**config.mk**
```make
export PLATFORM = sky130hd
export DESIGN_NAME = booth_mult_seq_flat
export DESIGN_NICKNAME = d
export VERILOG_FILES = /design/src/rtl/booth_mult_if.sv /design/src/rtl/booth_mult_seq.sv /design/src/flat_wrapper.sv
export SDC_FILE = /design/constraint.sdc
export NUM_CORES = 1
export LEC_CHECK = 0
export CORE_MARGIN = 1
export CORE_UTILIZATION = 55
export DETAILED_ROUTE_END_ITERATION = 10
export MAX_ROUTING_LAYER = met4
export PLACE_DENSITY = 0.8
export SETUP_SLACK_MARGIN = 0.15
export SYNTH_ARGS = -nofsm -noshare
export SYNTH_HDL_FRONTEND = slang
export SYNTH_SLANG_ARGS = --single-unit
```
**constraint.sdc**
```tcl
create_clock -name i_clk -period 5.2 [get_ports i_clk]
set_input_delay 0.52 -clock i_clk [delete_from_list [all_inputs] [get_ports i_clk]]
set_output_delay 0.52 -clock i_clk [all_outputs]
set_load 0.05 [all_outputs]
```
**src/rtl/booth_mult_if.sv**
```systemverilog
// Start/busy/done handshake and operand/result bus of the sequential Booth multiplier.
// The control unit drives the master side; the multiplier is the slave.
interface booth_mult_if #(
    parameter int WIDTH = 32
);
    logic             start;
    logic             signed_op;
    logic [WIDTH-1:0] a;
    logic [WIDTH-1:0] b;
    logic             busy;
    logic             done;
    logic [WIDTH-1:0] hi;
    logic [WIDTH-1:0] lo;

    modport master (
        output start, signed_op, a, b,
        input  busy, done, hi, lo
    );

    modport slave (
        input  start, signed_op, a, b,
        output busy, done, hi, lo
    );
endinterface

```
**src/rtl/booth_mult_seq.sv**
```systemverilog
// Sequential radix-2 Booth multiplier: one iteration per clock on WIDTH+1-bit
// extended operands, signed or unsigned per operation, result split into hi/lo.
module booth_mult_seq #(
    parameter int WIDTH = 32
) (
    input  logic         i_clk,
    input  logic         i_reset,
    booth_mult_if.slave  if_mul
);
    localparam int W1 = WIDTH + 1;
    localparam int CW = $clog2(WIDTH + 2);

    typedef enum logic [0:0] {
        S_IDLE = 1'b0,
        S_RUN  = 1'b1
    } state_t;

    state_t           r_state;
    state_t           w_state_nxt;
    logic             w_accept;
    logic             w_last;

    logic [W1-1:0]    r_acc;
    logic [W1-1:0]    r_q;
    logic             r_q1;
    logic [W1-1:0]    r_m;
    logic [CW-1:0]    r_count;
    logic             r_signed;
    logic             r_busy;
    logic             r_done;
    logic [WIDTH-1:0] r_hi;
    logic [WIDTH-1:0] r_lo;

    logic [W1-1:0]      w_a_ext;
    logic [W1-1:0]      w_b_ext;
    logic [W1-1:0]      w_sum;
    logic [W1-1:0]      w_acc_sh;
    logic [W1-1:0]      w_q_sh;
    logic [2*WIDTH-1:0] w_result;

    // State register
    always_ff @(posedge i_clk) begin
        if (i_reset) begin
            r_state <= S_IDLE;
        end else begin
            r_state <= w_state_nxt;
        end
    end

    // Next-state logic, accept and last-iteration strobes
    always_comb begin
        w_state_nxt = r_state;
        w_accept    = 1'b0;
        w_last      = 1'b0;
        case (r_state)
            S_IDLE: begin
                if (if_mul.start) begin
                    w_accept    = 1'b1;
                    w_state_nxt = S_RUN;
                end else begin
                    w_state_nxt = S_IDLE;
                end
            end
            S_RUN: begin
                if (r_count == CW'(1)) begin
                    w_last      = 1'b1;
                    w_state_nxt = S_IDLE;
                end else begin
                    w_state_nxt = S_RUN;
                end
            end
            default: begin
                w_state_nxt = S_IDLE;
            end
        endcase
    end

    // Operand extension, Booth add/subtract, arithmetic shift and result select
    always_comb begin
        w_a_ext = {1'b0, if_mul.a};
        w_b_ext = {1'b0, if_mul.b};
        if (if_mul.signed_op) begin
            w_a_ext = {if_mul.a[WIDTH-1], if_mul.a};
            w_b_ext = {if_mul.b[WIDTH-1], if_mul.b};
        end else begin
            w_a_ext = {1'b0, if_mul.a};
            w_b_ext = {1'b0, if_mul.b};
        end

        case ({r_q[0], r_q1})
            2'b10:   w_sum = r_acc - r_m;
            2'b01:   w_sum = r_acc + r_m;
            default: w_sum = r_acc;
        endcase

        w_acc_sh = {w_sum[WIDTH], w_sum[WIDTH:1]};
        w_q_sh   = {w_sum[0], r_q[WIDTH:1]};

        // A signed run does one fewer shift, so the unused sign bit of Q still sits in Q[0]
        if (r_signed) begin
            w_result = {w_acc_sh[WIDTH-1:0], w_q_sh[WIDTH:1]};
        end else begin
            w_result = {w_acc_sh[WIDTH-2:0], w_q_sh};
        end
    end

    // Datapath registers and registered handshake outputs
    always_ff @(posedge i_clk) begin
        if (i_reset) begin
            r_acc    <= {W1{1'b0}};
            r_q      <= {W1{1'b0}};
            r_q1     <= 1'b0;
            r_m      <= {W1{1'b0}};
            r_count  <= {CW{1'b0}};
            r_signed <= 1'b0;
            r_busy   <= 1'b0;
            r_done   <= 1'b0;
            r_hi     <= {WIDTH{1'b0}};
            r_lo     <= {WIDTH{1'b0}};
        end else begin
            r_done <= 1'b0;
            if (w_accept) begin
                r_m      <= w_a_ext;
                r_q      <= w_b_ext;
                r_acc    <= {W1{1'b0}};
                r_q1     <= 1'b0;
                r_signed <= if_mul.signed_op;
                r_count  <= if_mul.signed_op ? CW'(WIDTH) : CW'(WIDTH + 1);
                r_busy   <= 1'b1;
            end else if (r_state == S_RUN) begin
                r_acc   <= w_acc_sh;
                r_q     <= w_q_sh;
                r_q1    <= r_q[0];
                r_count <= r_count - CW'(1);
                if (w_last) begin
                    r_hi   <= w_result[2*WIDTH-1:WIDTH];
                    r_lo   <= w_result[WIDTH-1:0];
                    r_done <= 1'b1;
                    r_busy <= 1'b0;
                end
            end
        end
    end

    assign if_mul.busy = r_busy;
    assign if_mul.done = r_done;
    assign if_mul.hi   = r_hi;
    assign if_mul.lo   = r_lo;
endmodule

```
**src/flat_wrapper.sv**
```systemverilog
// flat-port wrapper written by rule: the top's interface ports become plain ports
module booth_mult_seq_flat 
#(
    parameter int WIDTH = 32
)
  (i_clk, i_reset, if_mul_start, if_mul_signed_op, if_mul_a, if_mul_b, if_mul_busy, if_mul_done, if_mul_hi, if_mul_lo);
  booth_mult_if #(.WIDTH(WIDTH)) if_mul_i ();
  input  logic i_clk;
  input  logic i_reset;
  input wire logic [$bits(if_mul_i.start)-1:0] if_mul_start;
  input wire logic [$bits(if_mul_i.signed_op)-1:0] if_mul_signed_op;
  input wire logic [$bits(if_mul_i.a)-1:0] if_mul_a;
  input wire logic [$bits(if_mul_i.b)-1:0] if_mul_b;
  output wire logic [$bits(if_mul_i.busy)-1:0] if_mul_busy;
  output wire logic [$bits(if_mul_i.done)-1:0] if_mul_done;
  output wire logic [$bits(if_mul_i.hi)-1:0] if_mul_hi;
  output wire logic [$bits(if_mul_i.lo)-1:0] if_mul_lo;
  assign if_mul_i.start = if_mul_start;
  assign if_mul_i.signed_op = if_mul_signed_op;
  assign if_mul_i.a = if_mul_a;
  assign if_mul_i.b = if_mul_b;
  assign if_mul_busy = if_mul_i.busy;
  assign if_mul_done = if_mul_i.done;
  assign if_mul_hi = if_mul_i.hi;
  assign if_mul_lo = if_mul_i.lo;
  booth_mult_seq #(.WIDTH(WIDTH)) u_core (.i_clk(i_clk), .i_reset(i_reset), .if_mul(if_mul_i));
endmodule
```
==> results.json <==
{
  "yosys_warnings": 0,
  "drt_first_iter_violations": 649,
  "tns_ns": 0,
  "die-area_mm2": 0.0183,
  "startpoint_type": "register",
  "status": "complete, no violations",
  "startpoint": "u_core.r_m[2]",
  "ys_seq_area_share_pct": 35.4,
  "synth.avg_cell_area_um2": 7.85,
  "syn2layout_area_growth_pct": 20.7,
  "grt_pass1_vias": 8733,
  "fill_cells": 1455,
  "ys.flop_type": "dfxtp_1",
  "cp_max_fo": 7,
  "cts_setup_buffers": 0,
  "power_density_mw_per_mm2": 326,
  "hold_start": "u_core.if_mul.hi[0]",
  "clock_latency_ns": 0.44,
  "start_util_pct": 56.3,
  "p_sw_mw": 1.36,
  "drive_above_1_share_pct": 5.52,
  "postCtsHoldBufs": 0,
  "clockBufferDepth": 2,
  "worstSetupPathType": "reg2reg",
  "antenna_found_initial": 0,
  "period_minus_slack_ns": 4.10,
  "overflow": 0,
  "critPathRequiredTime_ns": 5.54,
  "worstMarginPinSlew_ns": 0.940,
  "ioPinCount": 134,
  "antennaDiodeCount": 0,
  "leakage_nw": 4.52,
  "cp_cell_sequence": "nor3_1, and4b_1, nor2_1, xnor2_1, ha_1, nand2_1, nor2_1, o2111ai_1, a2111oi_2, o41ai_2, a31oi_1, xor2_1, a21oi_1, a2111oi_2",
  "netlist.area_leader.share_pct": 35.4,
  "end_kind": "register",
  "die_h_um": 135,
  "place_area_mm2": 0.0112,
  "worstReg2RegStart": "u_core.r_m[2]",
  "synth.distinct_cells": 69,
  "syn_area_mm2": 0.00978,
  "async_flop_share_pct": 0,
  "final.setup_skew_ns": 0.0125,
  "cts_tree": "done",
  "multi_input_area_mm2": 0.00589,
  "stdcell_area_mm2": 0.0118,
  "clock_sinks": 173,
  "detail_route.first_pass.iterations": 7,
  "ys_seq_elements": 173,
  "postCtsResizedCells": 0,
  "num_rows": 48,
  "wl_met2_um": 12700,
  "gp_congestion": 0.902,
  "routed_via_density": 5.93,
  "met3WireLength_um": 1380,
  "rsz0062_at_grt": "false",
  "maxSlewViolCount": 0,
  "synth_edf_count": 0,
  "p_sw_share_pct": 35.3,
  "fmax_mhz": 244,
  "fin_ws_ns": 1.10,
  "cpMaxStageDelayCell": "a2111oi_2",
  "combPwrFrac_pct": 27.9,
  "drc_errors": 0,
  "totalWireLength_um": 26900,
  "hp-class": "reg2reg",
  "peakVddDrop_mv": 0.259,
  "post-place-ws_ns": 1.20,
  "die_w_um": 135,
  "hold_viol_final": 0,
  "maxSlewHeadroom_pct": 37.4,
  "synth_top_area_cell": "dfxtp_1",
  "fin_nets": 1432,
  "syn_inst": 1246,
  "total_power_mw": 3.85,
  "dp_hpwl_um": 18800,
  "setup_violations": 0,
  "final_antenna_net_count": 0,
  "power.internal_mw": 2.49,
  "regArea_mm2": 0.00347,
  "ys_top_cells_by_area": "dfxtp_1, mux2i_1, a21oi_1",
  "cts_root_buf": "clkbuf_16",
  "finalCritPeriodShare_pct": 78.8,
  "pwr-share-seq_pct": 38.1,
  "clk_pin_slew_ns": 0.07,
  "cts_buffers": 17,
  "top_layer": "met4",
  "cp.arrival_ns": 4.44,
  "synth_nets": 1351,
  "vias": 9280,
  "track_usage_pct": 30.7,
  "grt_pass1_wl_um": 43200,
  "slowest_delay_ns": 0.69,
  "grt_start_max_net_pins": 82,
  "clock_power_share_pct": 34.0,
  "drv_cap": 0,
  "portBuffers": 133,
  "h-tree-depth": 4,
  "core_mm2": 0.0174,
  "post_drt_wl_per_cell_um": 17.2,
  "met1Wirelength_um": 12200
}
-- cells in the final DEF, fill, tap and decap left out, types with 6 or more instances in the layout --
cell,n
a211oi_1,58
a21o_1,9
a21oi_1,157
a31oi_1,6
buf_4,16
clkbuf_16,18
clkdlybuf4s50_1,131
dfxtp_1,171
ha_1,36
inv_1,27
mux2i_1,84
nand2_1,151
nand3_1,16
nand4_1,12
nor2_1,196
nor3_1,24
o211ai_1,11
o21a_1,10
o21ai_0,34
o21ai_1,8
o221ai_1,6
xnor2_1,18
xor2_1,35
-- area by class of cell --
| type | count | share of cell area (%) |
|---|---|---|
| multi-input combinational | 959 | 49.9 |
| sequential | 173 | 29.4 |
| timing repair buffer | 148 | 12.2 |
| clock buffer | 18 | 3.82 |
| tap | 225 | 2.39 |
| clock inverter | 14 | 1.42 |
| inverter | 28 | 0.891 |
-- state kept, by name, summed over array words and instances, names as in the netlist --
register,count
u_core.r_signed,1
u_core.if_mul.lo,32
u_core.if_mul.hi,32
u_core.if_mul.busy,1
u_core.r_acc,32
u_core.r_count,6
u_core.r_q1,1
u_core.if_mul.done,1
u_core.r_m,33
u_core.r_state,1
u_core.r_q,33
-- power groups by stage --
stage	sequential (mW)	clock (mW)	combinational, mW
floorplan	1.52	0	0.745
global placement	1.49	0	1.04
detailed placement	1.50	0	1.05
CTS	1.47	1.32	1.06
global route	1.48	1.38	1.17
finish	1.47	1.31	1.07
-- cell usage after synthesis (3+ instances only) --
cell,count
nor2b_1,5
and3_1,5
a311oi_1,3
o221ai_1,6
nand2_1,151
o31a_1,4
nand4_1,12
a211o_1,3
o21a_1,10
a21o_1,9
buf_1,10
a31oi_1,6
nand3_1,16
o211ai_1,11
clkbuf_1,74
o21ai_1,8
a21boi_1,3
nand2b_1,4
ha_1,36
nor3_1,24
nor4_1,3
or3_1,3
inv_1,27
o22ai_1,4
dfxtp_1,173
nor2_1,196
a21oi_1,157
mux2i_1,84
o21ai_0,34
xor2_1,35
a211oi_1,58
a32o_1,4
o21bai_1,3
xnor2_1,18
a31o_2,4
-- worst max-delay path, delay by kind of cell, from the launching register on --
kind                       cells  cell delay (ns)
and+or+nand+nor                5             1.17
adders and majority gates      1             0.38
AOI/OAI and AO/OA              6             1.69
DFF                            1             0.36
xor gates and xnor gates       2             0.38
-- cells by family after synthesis --
| family | after synthesis | synth area share, % |
|---|---|---|
| AOI/OAI and AO/OA | 346 | 22.5 |
| xor gates and xnor gates | 54 | 4.91 |
| adders and majority gates | 37 | 4.81 |
| buffers and inverters | 114 | 4.40 |
| DFF | 173 | 35.4 |
| muxes | 86 | 8.83 |
| and+or+nand+nor | 436 | 19.1 |
-- metrics by stage --
step	util, %	hold slack [ns]	cells
floorplan	-	0.436	1246
global placement	64.4	0.442	1533
detailed placement	64.4	0.447	1533
CTS	68.0	0.461	1565
global route	68.0	0.482	1565
finish	68.0	0.458	1565
-- path summary, 6_finish.rpt --
path,cells after the start,slack (ns),endpoint
worst max-delay path,14,1.10,u_core.if_mul.hi[30]
worst min-delay path,2,0.46,u_core.if_mul.hi[0]
worst max register to register,14,1.10,u_core.if_mul.hi[30]
worst min register to register,2,0.46,u_core.if_mul.hi[0]
-- layer usage --
| metal | GRT usage (%) | vias to the layer above |
|---|---|---|
| met4 | 9.99 | 0 |
| li1 | - | 4583 |
| met1 | 38.9 | 4381 |
| met5 | - | - |
| met3 | 5.09 | 41 |
| met2 | 49.7 | 275 |
(Power assumes the default switching activity.)
